### src/rtl/ac_power_sequencer.sv
// AC power sequencer: delays economy-mode shutdowns by a grace period and enforces
// a compressor-protection lockout after every power-off.
module ac_power_sequencer #(
    parameter int unsigned GRACE_CYCLES   = 16,
    parameter int unsigned MIN_OFF_CYCLES = 32,
    parameter int unsigned CNT_W          = 8,
    parameter int unsigned SHUT_CNT_W     = 8
) (
    input  logic                  clk_i,
    input  logic                  rst_ni,
    input  logic                  ac_enable_i,
    input  logic                  close_ac_i,
    output logic                  ac_on_o,
    output logic                  grace_active_o,
    output logic                  lockout_o,
    output logic                  eco_shutdown_o,
    output logic [SHUT_CNT_W-1:0] shutdown_count_o
);

    typedef enum logic [1:0] {
        StOff,
        StRun,
        StGrace,
        StLockout
    } state_e;

    localparam logic [CNT_W-1:0] GraceLast  = CNT_W'(GRACE_CYCLES - 1);
    localparam logic [CNT_W-1:0] LockLast   = CNT_W'(MIN_OFF_CYCLES - 1);
    localparam logic [CNT_W-1:0] TimerOne   = CNT_W'(1);
    localparam logic [SHUT_CNT_W-1:0] CntOne = SHUT_CNT_W'(1);

    state_e                r_state, w_state_d;
    logic [CNT_W-1:0]      r_timer, w_timer_d;
    logic                  r_eco, w_eco_d;
    logic [SHUT_CNT_W-1:0] r_count, w_count_d;

    always_ff @(posedge clk_i) begin
        if (!rst_ni) begin
            r_state <= StOff;
            r_timer <= '0;
            r_eco   <= 1'b0;
            r_count <= '0;
        end else begin
            r_state <= w_state_d;
            r_timer <= w_timer_d;
            r_eco   <= w_eco_d;
            r_count <= w_count_d;
        end
    end

    always_comb begin
        w_state_d = r_state;
        w_timer_d = r_timer;
        w_eco_d   = 1'b0;
        w_count_d = r_count;
        unique case (r_state)
            StOff: begin
                if (ac_enable_i && !close_ac_i) begin
                    w_state_d = StRun;
                end
            end
            StRun: begin
                if (!ac_enable_i) begin
                    w_state_d = StLockout;
                    w_timer_d = '0;
                end else if (close_ac_i) begin
                    w_state_d = StGrace;
                    w_timer_d = '0;
                end
            end
            StGrace: begin
                // User-off wins over eco expiry so a simultaneous drop is not counted.
                if (!ac_enable_i) begin
                    w_state_d = StLockout;
                    w_timer_d = '0;
                end else if (!close_ac_i) begin
                    w_state_d = StRun;
                    w_timer_d = '0;
                end else if (r_timer == GraceLast) begin
                    w_state_d = StLockout;
                    w_timer_d = '0;
                    w_eco_d   = 1'b1;
                    if (r_count != '1) begin
                        w_count_d = r_count + CntOne;
                    end
                end else begin
                    w_timer_d = r_timer + TimerOne;
                end
            end
            StLockout: begin
                if (r_timer == LockLast) begin
                    w_state_d = StOff;
                    w_timer_d = '0;
                end else begin
                    w_timer_d = r_timer + TimerOne;
                end
            end
            default: begin
                w_state_d = StOff;
                w_timer_d = '0;
            end
        endcase
    end

    assign ac_on_o          = (r_state == StRun) || (r_state == StGrace);
    assign grace_active_o   = (r_state == StGrace);
    assign lockout_o        = (r_state == StLockout);
    assign eco_shutdown_o   = r_eco;
    assign shutdown_count_o = r_count;

endmodule

### config.mk
export PLATFORM = sky130hd
export DESIGN_NAME = ac_power_sequencer
export DESIGN_NICKNAME = d
export VERILOG_FILES = /design/src/rtl/ac_power_sequencer.sv
export SDC_FILE = /design/constraint.sdc
export NUM_CORES = 1
export LEC_CHECK = 0
export BUFFER_PORTS_ARGS = -buffer_cell sky130_fd_sc_hd__buf_2
export CELL_PAD_IN_SITES_DETAIL_PLACEMENT = 1
export CELL_PAD_IN_SITES_GLOBAL_PLACEMENT = 1
export CORE_ASPECT_RATIO = 0.5
export CORE_MARGIN = 2
export CORE_UTILIZATION = 29
export CTS_CLUSTER_SIZE = 28
export DETAILED_ROUTE_END_ITERATION = 12
export GPL_TIMING_DRIVEN = 0
export PLACE_DENSITY = 0.58
export SLEW_MARGIN = 20
export SYNTH_ARGS = -nofsm -noshare
export SYNTH_HDL_FRONTEND = slang
export SYNTH_SLANG_ARGS = --single-unit
### constraint.sdc
create_clock -name clk_i -period 5.5 [get_ports clk_i]
set_input_delay 0.275 -clock clk_i [delete_from_list [all_inputs] [get_ports clk_i]]
set_output_delay 0.275 -clock clk_i [all_outputs]
set_load 0.005 [all_outputs]
==> results of run 1 <==
[state kept, by name (all words and copies together), names as in the netlist]
name	cells
r_timer	8
r_state	2
shutdown_count_o	8
eco_shutdown_o	1
[synth_stat cells (all sizes together)]
cell,number,share of area (%)
dfxtp,19,33
nand2,13,4.3
a21oi,10,4.4
nand3,9,3.9
ha,7,7.7
or4,7,4.6
a31oi,6,3.3
nor2,6,2.0
inv,4,1.3
buf,3,1.3
clkbuf,3,0.98
nand4b,3,2.8
o31ai,3,2.0
o41ai,3,2.3
and3,2,1.1
and4,2,1.5
nand2b,2,1.1
nand3b,2,1.3
nand4,2,1.1
nor2b,2,1.1
nor3,2,1.9
nor3b,2,1.3
o21ai,2,0.88
o22ai,2,1.1
or3,2,1.1
a211oi,1,0.66
a21o,1,0.66
a41o,1,0.88
a41oi,1,2.4
and3b,1,0.77
clkinv,1,0.33
nor4b,1,0.77
o211a,1,0.88
o21a,1,0.66
o311ai,1,0.77
o32ai,1,0.77
or2,1,0.55
or3b,1,0.77
or4b,1,0.88
xnor2,1,0.77
[placed cells by master (no fill, tap or decap), types with 3 or more instances in the layout]
cell type / instances
a21oi_1: 10
a31oi_1: 6
buf_2: 18
clkbuf_1: 3
clkbuf_8: 3
dfxtp_1: 19
ha_1: 7
inv_1: 4
nand2_1: 13
nand3_1: 9
nor2_1: 6
o31ai_1: 3
o41ai_1: 3
or4_1: 7
[per-layer routing]
metal	vias to the layer above	part of all wire, %
met5	-	0
met4	0	0.14
met3	2	3.0
met2	11	45
met1	516	51
li1	552	-
[report_power, final]
part	switching [W]	internal [W]	leakage [nW]	total, W
sequential	0.00000811	0.000143	0.153	0.000152
combinational	0.0000736	0.0000457	0.297	0.000119
clock	0.0000514	0.0000511	0.0217	0.000103
[final timing paths]
kind         cells after the start  slack [ns]               startpoint                          endpoint
min                              2        0.29                   rst_ni  shutdown_count_o[6]$_SDFFE_PN0P_
min reg2reg                      2        0.48  r_timer[1]$_SDFFE_PN0P_           r_timer[1]$_SDFFE_PN0P_
max                              7        3.32  r_state[0]$_SDFFE_PN0P_  shutdown_count_o[5]$_SDFFE_PN0P_
max reg2reg                      7        3.32  r_state[0]$_SDFFE_PN0P_  shutdown_count_o[5]$_SDFFE_PN0P_
[per-stage QoR]
step                      setup WS [ns]  area, µm²  power (W)  hold WS [ns]
final                              3.32       1340   0.000373         0.290
after global routing               3.07       1340   0.000405         0.274
after CTS                          3.28       1340   0.000381         0.284
after detailed placement           3.31       1290   0.000276         0.473
after global placement             3.34       1290   0.000274         0.465
after floorplan                    3.64       1140   0.000238         0.408
[logic make-up after synthesis]
kind of cell | Yosys count | share of synthesized area, %
compound gates | 34 | 21.6
buf+inv | 11 | 3.94
xor+xnor | 1 | 0.766
simple gates | 61 | 32.8
flops | 19 | 33.3
fa+ha+maj | 7 | 7.66
[final cells by class]
class	instances	area, µm²	share of cell area (%)
plain buffers	6	26.3	1.97
clock buffers	3	41.3	3.09
clock inverters	1	7.51	0.562
inverters	5	18.8	1.41
multi-input cells	103	718	53.8
flip-flops and latches	19	380	28.5
well taps	54	67.6	5.06
repair buffers	15	75.1	5.62
==> metrics.yaml, run 1 <==
status: "finished, final reports clean"
drt.antenna.violating_nets: 0
cts_tree: "done"
wire_per_inst_um: 14.1
layout_min_cycle_time_ns: 2.18
fmax_mhz: 459
die_area_mm2: 0.00449
drt_iter0_markers: 35
holdBufCountCts: 0
grt_busiest_layer: "met2"
grt_max_degree: 13
use_met1_pct: 18.6
synth-seq-cells: 19
worst-path-buf-inv: 2
maxCapViolCount: 0
grtUsageMet3_pct: 4.67
cts_sinks: 19
clkLatencyLatePin_ns: 0.26
critPathMaxFanout: 10
grt_usage_pct: 14.2
grt_first_pass_wirelength_mm: 5.14
start_kind: "flip-flop"
rsz0062_at_grt: "false"
areaGrowthSynthToFinish_pct: 16.7
grtUsageMet2_pct: 23.6
crit_arrival_ns: 2.32
end_kind: "flip-flop"
start_util_pct: 29.8
gp_congestion: 0.715
diodes: 0
post-cts-setup-buffers: 0
cts.clk_slew.worst_paths_ns: 0.08
cts.path.max_buffers: 2
fin_worst_skew_ns: 0.00320
wirelength_mm: 2.91
crit_required_ns: 5.64
synth_cells: 133
cpPeakStageDelay_ns: 0.42
numCtsBuffers: 3
p_per_area_mw_per_mm2: 280
finalSetupTns_ns: 0
io_buffers: 15
core.rowCount: 16
crit_family: "compound AO/OA/AOI/OAI gates"
slew_viol_final: 0
netlist_area_mm2: 0.00114
viasPerCell: 5.25
drive_above_1_share_pct: 17.1
antenna_found_initial: 0
stdcell_count: 206
power_leakage_nw: 0.472
dp_hpwl_mm: 2.19
cts_resized: 0
fin_nets: 164
htreeDepth: 1
boundaryPins: 16
relSlewSlack_pct: 68.0
crit_chain: "inv_1 > ha_1 > and3_1 > nand4b_2 > clkbuf_1 > o41ai_1 > a21oi_1"
grt_pass1_vias: 1093
setup_violations: 0
worst_pin_slew_ns: 0.479
peakVddDrop_mv: 0.0929
finalHoldViolations: 0
avgSynthCellArea_um2: 8.60
drtPass1Iterations: 4
die_w_um: 92.8
nFillCells: 474
die_h_um: 48.4
synth_warnings: 0
grt_overflow_total: 0
core_mm2: 0.00384
final.period_utilization_pct: 39.7
placed_cells: 202
cp_slowest_cell: "o41ai_1"
seq_area_frac_synth_pct: 33.3
crit_type: "reg -> reg"
hold_class: "in -> reg"
drc: 0
final_util_pct: 34.7
cts-root-buf: "clkbuf_8"
yosysUniqueCellTypes: 42
synth_fp_nets: 144
via_count: 1081
(Power assumes the default switching activity.)
==> run 2: changes to the inputs <==
==> constraint.sdc (replaced) <==
create_clock -name clk_i -period 2.1 [get_ports clk_i]
set_input_delay 0.105 -clock clk_i [delete_from_list [all_inputs] [get_ports clk_i]]
set_output_delay 0.105 -clock clk_i [all_outputs]
set_load 0.005 [all_outputs]
==> metrics.yaml, run 2 (same netlist as run 1, synthesis figures left out) <==
maxCapViolCount: 0
start_kind: "flip-flop"
r2r-end: "r_state[0]$_SDFFE_PN0P_"
critical_path_depth: 6
worstRegToRegCells: 6
numCtsBuffers: 3
htreeDepth: 1
peakVddDrop_mv: 0.252
cts.clk_slew.worst_paths_ns: 0.08
grt_overflow_total: 0
cts.path.max_buffers: 2
endpoint: "r_state[0]$_SDFFE_PN0P_"
power_leakage_nw: 0.480
setup_violations: 0
r2r_start: "r_state[0]$_SDFFE_PN0P_"
crit_required_ns: 2.29
via_count: 1077
final_cell_mix: "17 x dfxtp_1, 16 x buf_2, 13 x nand2_1"
cts-root-buf: "clkbuf_8"
wire_per_inst_um: 14.6
boundaryPins: 16
cts_sinks: 19
drc: 0
cts_tree: "done"
status: "finished, final reports clean"
finalHoldViolations: 0
areaGrowthSynthToFinish_pct: 22.0
dp_hpwl_mm: 2.19
fin_worst_skew_ns: 0.00154
nFillCells: 464
layout_min_cycle_time_ns: 1.97
grt_first_pass_wirelength_mm: 5.15
crit_start: "r_state[0]$_SDFFE_PN0P_"
hold_class: "in -> reg"
seq_area_um2: 385
slew_viol_final: 0
final_common_cell: "dfxtp_1"
crit_type: "reg -> reg"
start_util_pct: 29.8
cpPeakStageDelay_ns: 0.56
cp_slowest_cell: "or4_1"
p_per_area_mw_per_mm2: 738
die_area_mm2: 0.00449
drive_above_1_share_pct: 25.0
ff2ff_setup_slack_ns: 0.13
core_mm2: 0.00384
io_buffers: 15
antenna_found_initial: 0
holdBufCountCts: 0
total_power_w: 0.00103
finalSetupTns_ns: 0
viasPerCell: 5.23
crit_arrival_ns: 2.16
grt_usage_pct: 14.3
critPathMaxFanout: 10
fmax_mhz: 507
drt_iter0_markers: 36
relSlewSlack_pct: 68.1
drt.antenna.violating_nets: 0
wirelength_mm: 3.00
end_kind: "flip-flop"
final.period_utilization_pct: 93.9
core.rowCount: 16
die_w_um: 92.8
grt_max_degree: 13
multi_input_area_um2: 761
grt_pass1_vias: 1099
die_h_um: 48.4
worst-path-buf-inv: 1
crit_family: "compound AO/OA/AOI/OAI gates"
worst_pin_slew_ns: 0.478
clkLatencyLatePin_ns: 0.26
crit_chain: "inv_1 > ha_2 > a31oi_1 > a41oi_4 > or4_1 > a21oi_1"
worstHoldStart: "rst_ni"
diodes: 0
gp_congestion: 0.715
fin_nets: 164
drtPass1Iterations: 4
==> run 2: cell counts in the layout (fill, tap and decap cells not counted) <==
No cell type changed its count.
==> run 2: metrics by stage <==
step	std cells	util, %	hold WS, ns	setup WS [ns]	instance area (µm²)
after global routing	206	36.3	0.104	-0.00489	1400
after floorplan	133	-	0.238	0.242	1140
after detailed placement	202	33.5	0.398	-0.0923	1290
final	206	36.3	0.119	0.128	1400
after global placement	202	33.5	0.392	-0.0647	1290
after CTS	206	35.1	0.114	0.00822	1350
==> run 2: final cells by class <==
class | count | area share [%]
Timing Repair Buffer | 16 | 5.92
Clock inverter | 1 | 0.538
Clock buffer | 3 | 2.96
Buffer | 5 | 2.24
Tap cell | 54 | 4.84
Multi-Input combinational cell | 103 | 54.5
Inverter | 5 | 1.35
Sequential cell | 19 | 27.6
==> run 2: repair_timing <==
action	in CTS	in global routing
pin swaps	0	2
buffers inserted	0	1
setup endpoints to repair	2	7
resized for setup	3	15
==> run 2: report_power, final <==
group	internal, W	switching [W]
sequential	0.000380	0.0000224
combinational	0.000157	0.000203
clock	0.000134	0.000134
==> run 2: worst min path at each step <==
stage,end,slack [ns],cells past startpoint
final,shutdown_count_o[6]$_SDFFE_PN0P_,0.12,2
after global routing,shutdown_count_o[6]$_SDFFE_PN0P_,0.10,2
after CTS,shutdown_count_o[6]$_SDFFE_PN0P_,0.11,2
after detailed placement,shutdown_count_o[6]$_SDFFE_PN0P_,0.40,2
after global placement,shutdown_count_o[6]$_SDFFE_PN0P_,0.39,2
after floorplan,shutdown_count_o[6]$_SDFFE_PN0P_,0.24,1
==> run 2: layer usage <==
layer / global-route usage (%) / vias to the layer above / wire (µm)
li1: - / 553 / -
met1: 18.4 / 509 / 1520
met2: 23.6 / 13 / 1380
met3: 4.98 / 2 / 98
met4: 2.45 / 0 / 4
met5: 0 / - / 0
==> run 3: changes to the inputs <==
--- a/config.mk
+++ b/config.mk
@@ -14,7 +14,8 @@
 export CTS_CLUSTER_SIZE = 28
 export DETAILED_ROUTE_END_ITERATION = 12
 export GPL_TIMING_DRIVEN = 0
-export PLACE_DENSITY = 0.58
+export HOLD_SLACK_MARGIN = 0.05
+export PLACE_DENSITY_LB_ADDON = 0.1
 export SLEW_MARGIN = 20
 export SYNTH_ARGS = -nofsm -noshare
 export SYNTH_HDL_FRONTEND = slang
==> metrics.yaml, run 3 (same netlist as run 1, synthesis figures left out) <==
r2r-end: "r_timer[6]$_SDFFE_PN0P_"
cts_tree: "done"
final_cell_mix: "18 x dfxtp_1, 17 x buf_2, 13 x nand2_1"
clkLatencyLatePin_ns: 0.26
areaGrowthSynthToFinish_pct: 22.2
crit_arrival_ns: 2.17
crit_family: "simple AND/OR/NAND/NOR gates"
slew_viol_final: 0
die_w_um: 92.8
final_util_pct: 36.4
r2r_start: "r_state[1]$_SDFFE_PN0P_"
grt_max_degree: 13
crit_type: "reg -> reg"
design_area_mm2: 0.00140
worst_pin_slew_ns: 0.434
dp_hpwl_mm: 2.15
cts.clk_slew.worst_paths_ns: 0.08
io_buffers: 15
nFillCells: 480
numCtsBuffers: 3
cp_slowest_cell: "or4_1"
diodes: 0
crit_required_ns: 2.30
wire_per_inst_um: 14.1
cts-root-buf: "clkbuf_8"
crit_chain: "inv_1 > ha_1 > and3b_2 > or2_1 > buf_4 > or4_1 > a31oi_1"
cpPeakStageDelay_ns: 0.47
fin_worst_skew_ns: 0.00295
via_count: 1075
hold_end: "shutdown_count_o[6]$_SDFFE_PN0P_"
maxCapViolCount: 0
relSlewSlack_pct: 71.0
start_kind: "flip-flop"
drt.antenna.violating_nets: 0
start_util_pct: 29.8
hold_class: "in -> reg"
setup_violations: 0
antenna_found_initial: 0
cts_sinks: 19
rsz0062_at_grt: "true"
boundaryPins: 16
ff2ff_setup_slack_ns: 0.12
wirelength_mm: 2.94
final.period_utilization_pct: 94.2
grt_usage_pct: 13.8
total_power_w: 0.00101
viasPerCell: 5.17
drc: 0
htreeDepth: 1
grt_pass1_vias: 1027
critPathMaxFanout: 10
worst-path-buf-inv: 2
worstRegToRegCells: 7
die_h_um: 48.4
final_common_cell: "dfxtp_1"
drtPass1Iterations: 4
grt_overflow_total: 0
fmax_mhz: 505
grt_first_pass_wirelength_mm: 4.89
peakVddDrop_mv: 0.203
die_area_mm2: 0.00449
finalHoldViolations: 0
worstHoldStart: "rst_ni"
end_kind: "flip-flop"
core_mm2: 0.00384
drive_above_1_share_pct: 22.7
place_area_mm2: 0.00129
gp_congestion: 0.681
layout_min_cycle_time_ns: 1.98
whs_path_depth: 2
p_per_area_mw_per_mm2: 726
fin_nets: 166
drt_iter0_markers: 17
status: "finished, final reports clean"
finalSetupTns_ns: 0
power_leakage_nw: 0.486
cts.path.max_buffers: 2
core.rowCount: 16
holdBufCountCts: 0
-- run 3: worst max-delay path by stage --
stage	start	end	slack [ns]	cells past startpoint
2_1_floorplan	r_state[1]$_SDFFE_PN0P_	r_timer[6]$_SDFFE_PN0P_	0.24	7
3_3_place_gp	r_state[0]$_SDFFE_PN0P_	shutdown_count_o[5]$_SDFFE_PN0P_	-0.07	7
3_5_place_dp	r_state[0]$_SDFFE_PN0P_	shutdown_count_o[7]$_SDFFE_PN0P_	-0.06	7
4_1_cts	r_state[1]$_SDFFE_PN0P_	r_timer[6]$_SDFFE_PN0P_	0.05	7
5_1_grt	r_state[0]$_SDFFE_PN0P_	r_timer[6]$_SDFFE_PN0P_	-0.02	6
6_report	r_state[1]$_SDFFE_PN0P_	r_timer[6]$_SDFFE_PN0P_	0.12	7
-- run 3: final cells by class --
| type | instances | area [µm²] | share of cell area (%) |
|---|---|---|---|
| Multi-Input combinational cell | 103 | 756 | 54.1 |
| Sequential cell | 19 | 384 | 27.5 |
| Timing Repair Buffer | 17 | 90.1 | 6.45 |
| Tap cell | 54 | 67.6 | 4.83 |
| Clock buffer | 3 | 41.3 | 2.95 |
| Buffer | 6 | 32.5 | 2.33 |
| Inverter | 5 | 18.8 | 1.34 |
| Clock inverter | 1 | 7.51 | 0.537 |
-- run 3: stage by stage --
stage	setup slack [ns]	instances	hold slack (ns)
after floorplan	0.242	133	0.238
after global placement	-0.0728	202	0.398
after detailed placement	-0.0582	202	0.401
after CTS	0.0466	206	0.110
after global routing	-0.0183	208	0.106
final	0.121	208	0.120
-- run 3: repair_timing --
| item | CTS | global route |
|---|---|---|
| setup buffers | 0 | 2 |
| endpoints found under the setup margin | 2 | 7 |
| pin swaps | 0 | 3 |
| resized for setup | 3 | 11 |
-- run 3: per-layer routing --
layer / GRT usage, % / vias to the layer above / wire (µm)
met5: 0 / - / 0
met4: 3.68 / 0 / 27
met3: 4.21 / 4 / 84
met2: 21.3 / 9 / 1280
met1: 19.0 / 508 / 1540
li1: - / 554 / -
-- run 3: power by group --
group | internal [W] | switching, W
Sequential | 0.000378 | 0.0000235
Clock | 0.000134 | 0.000143
Combinational | 0.000139 | 0.000197
-- run 3: worst register-to-register path, delay by kind of cell, from the launching register on --
family / cells / cell delay (ns)
simple gates: 3 / 0.93
flops: 1 / 0.38
buf+inv: 2 / 0.26
fa+ha+maj: 1 / 0.21
compound gates: 1 / 0.13
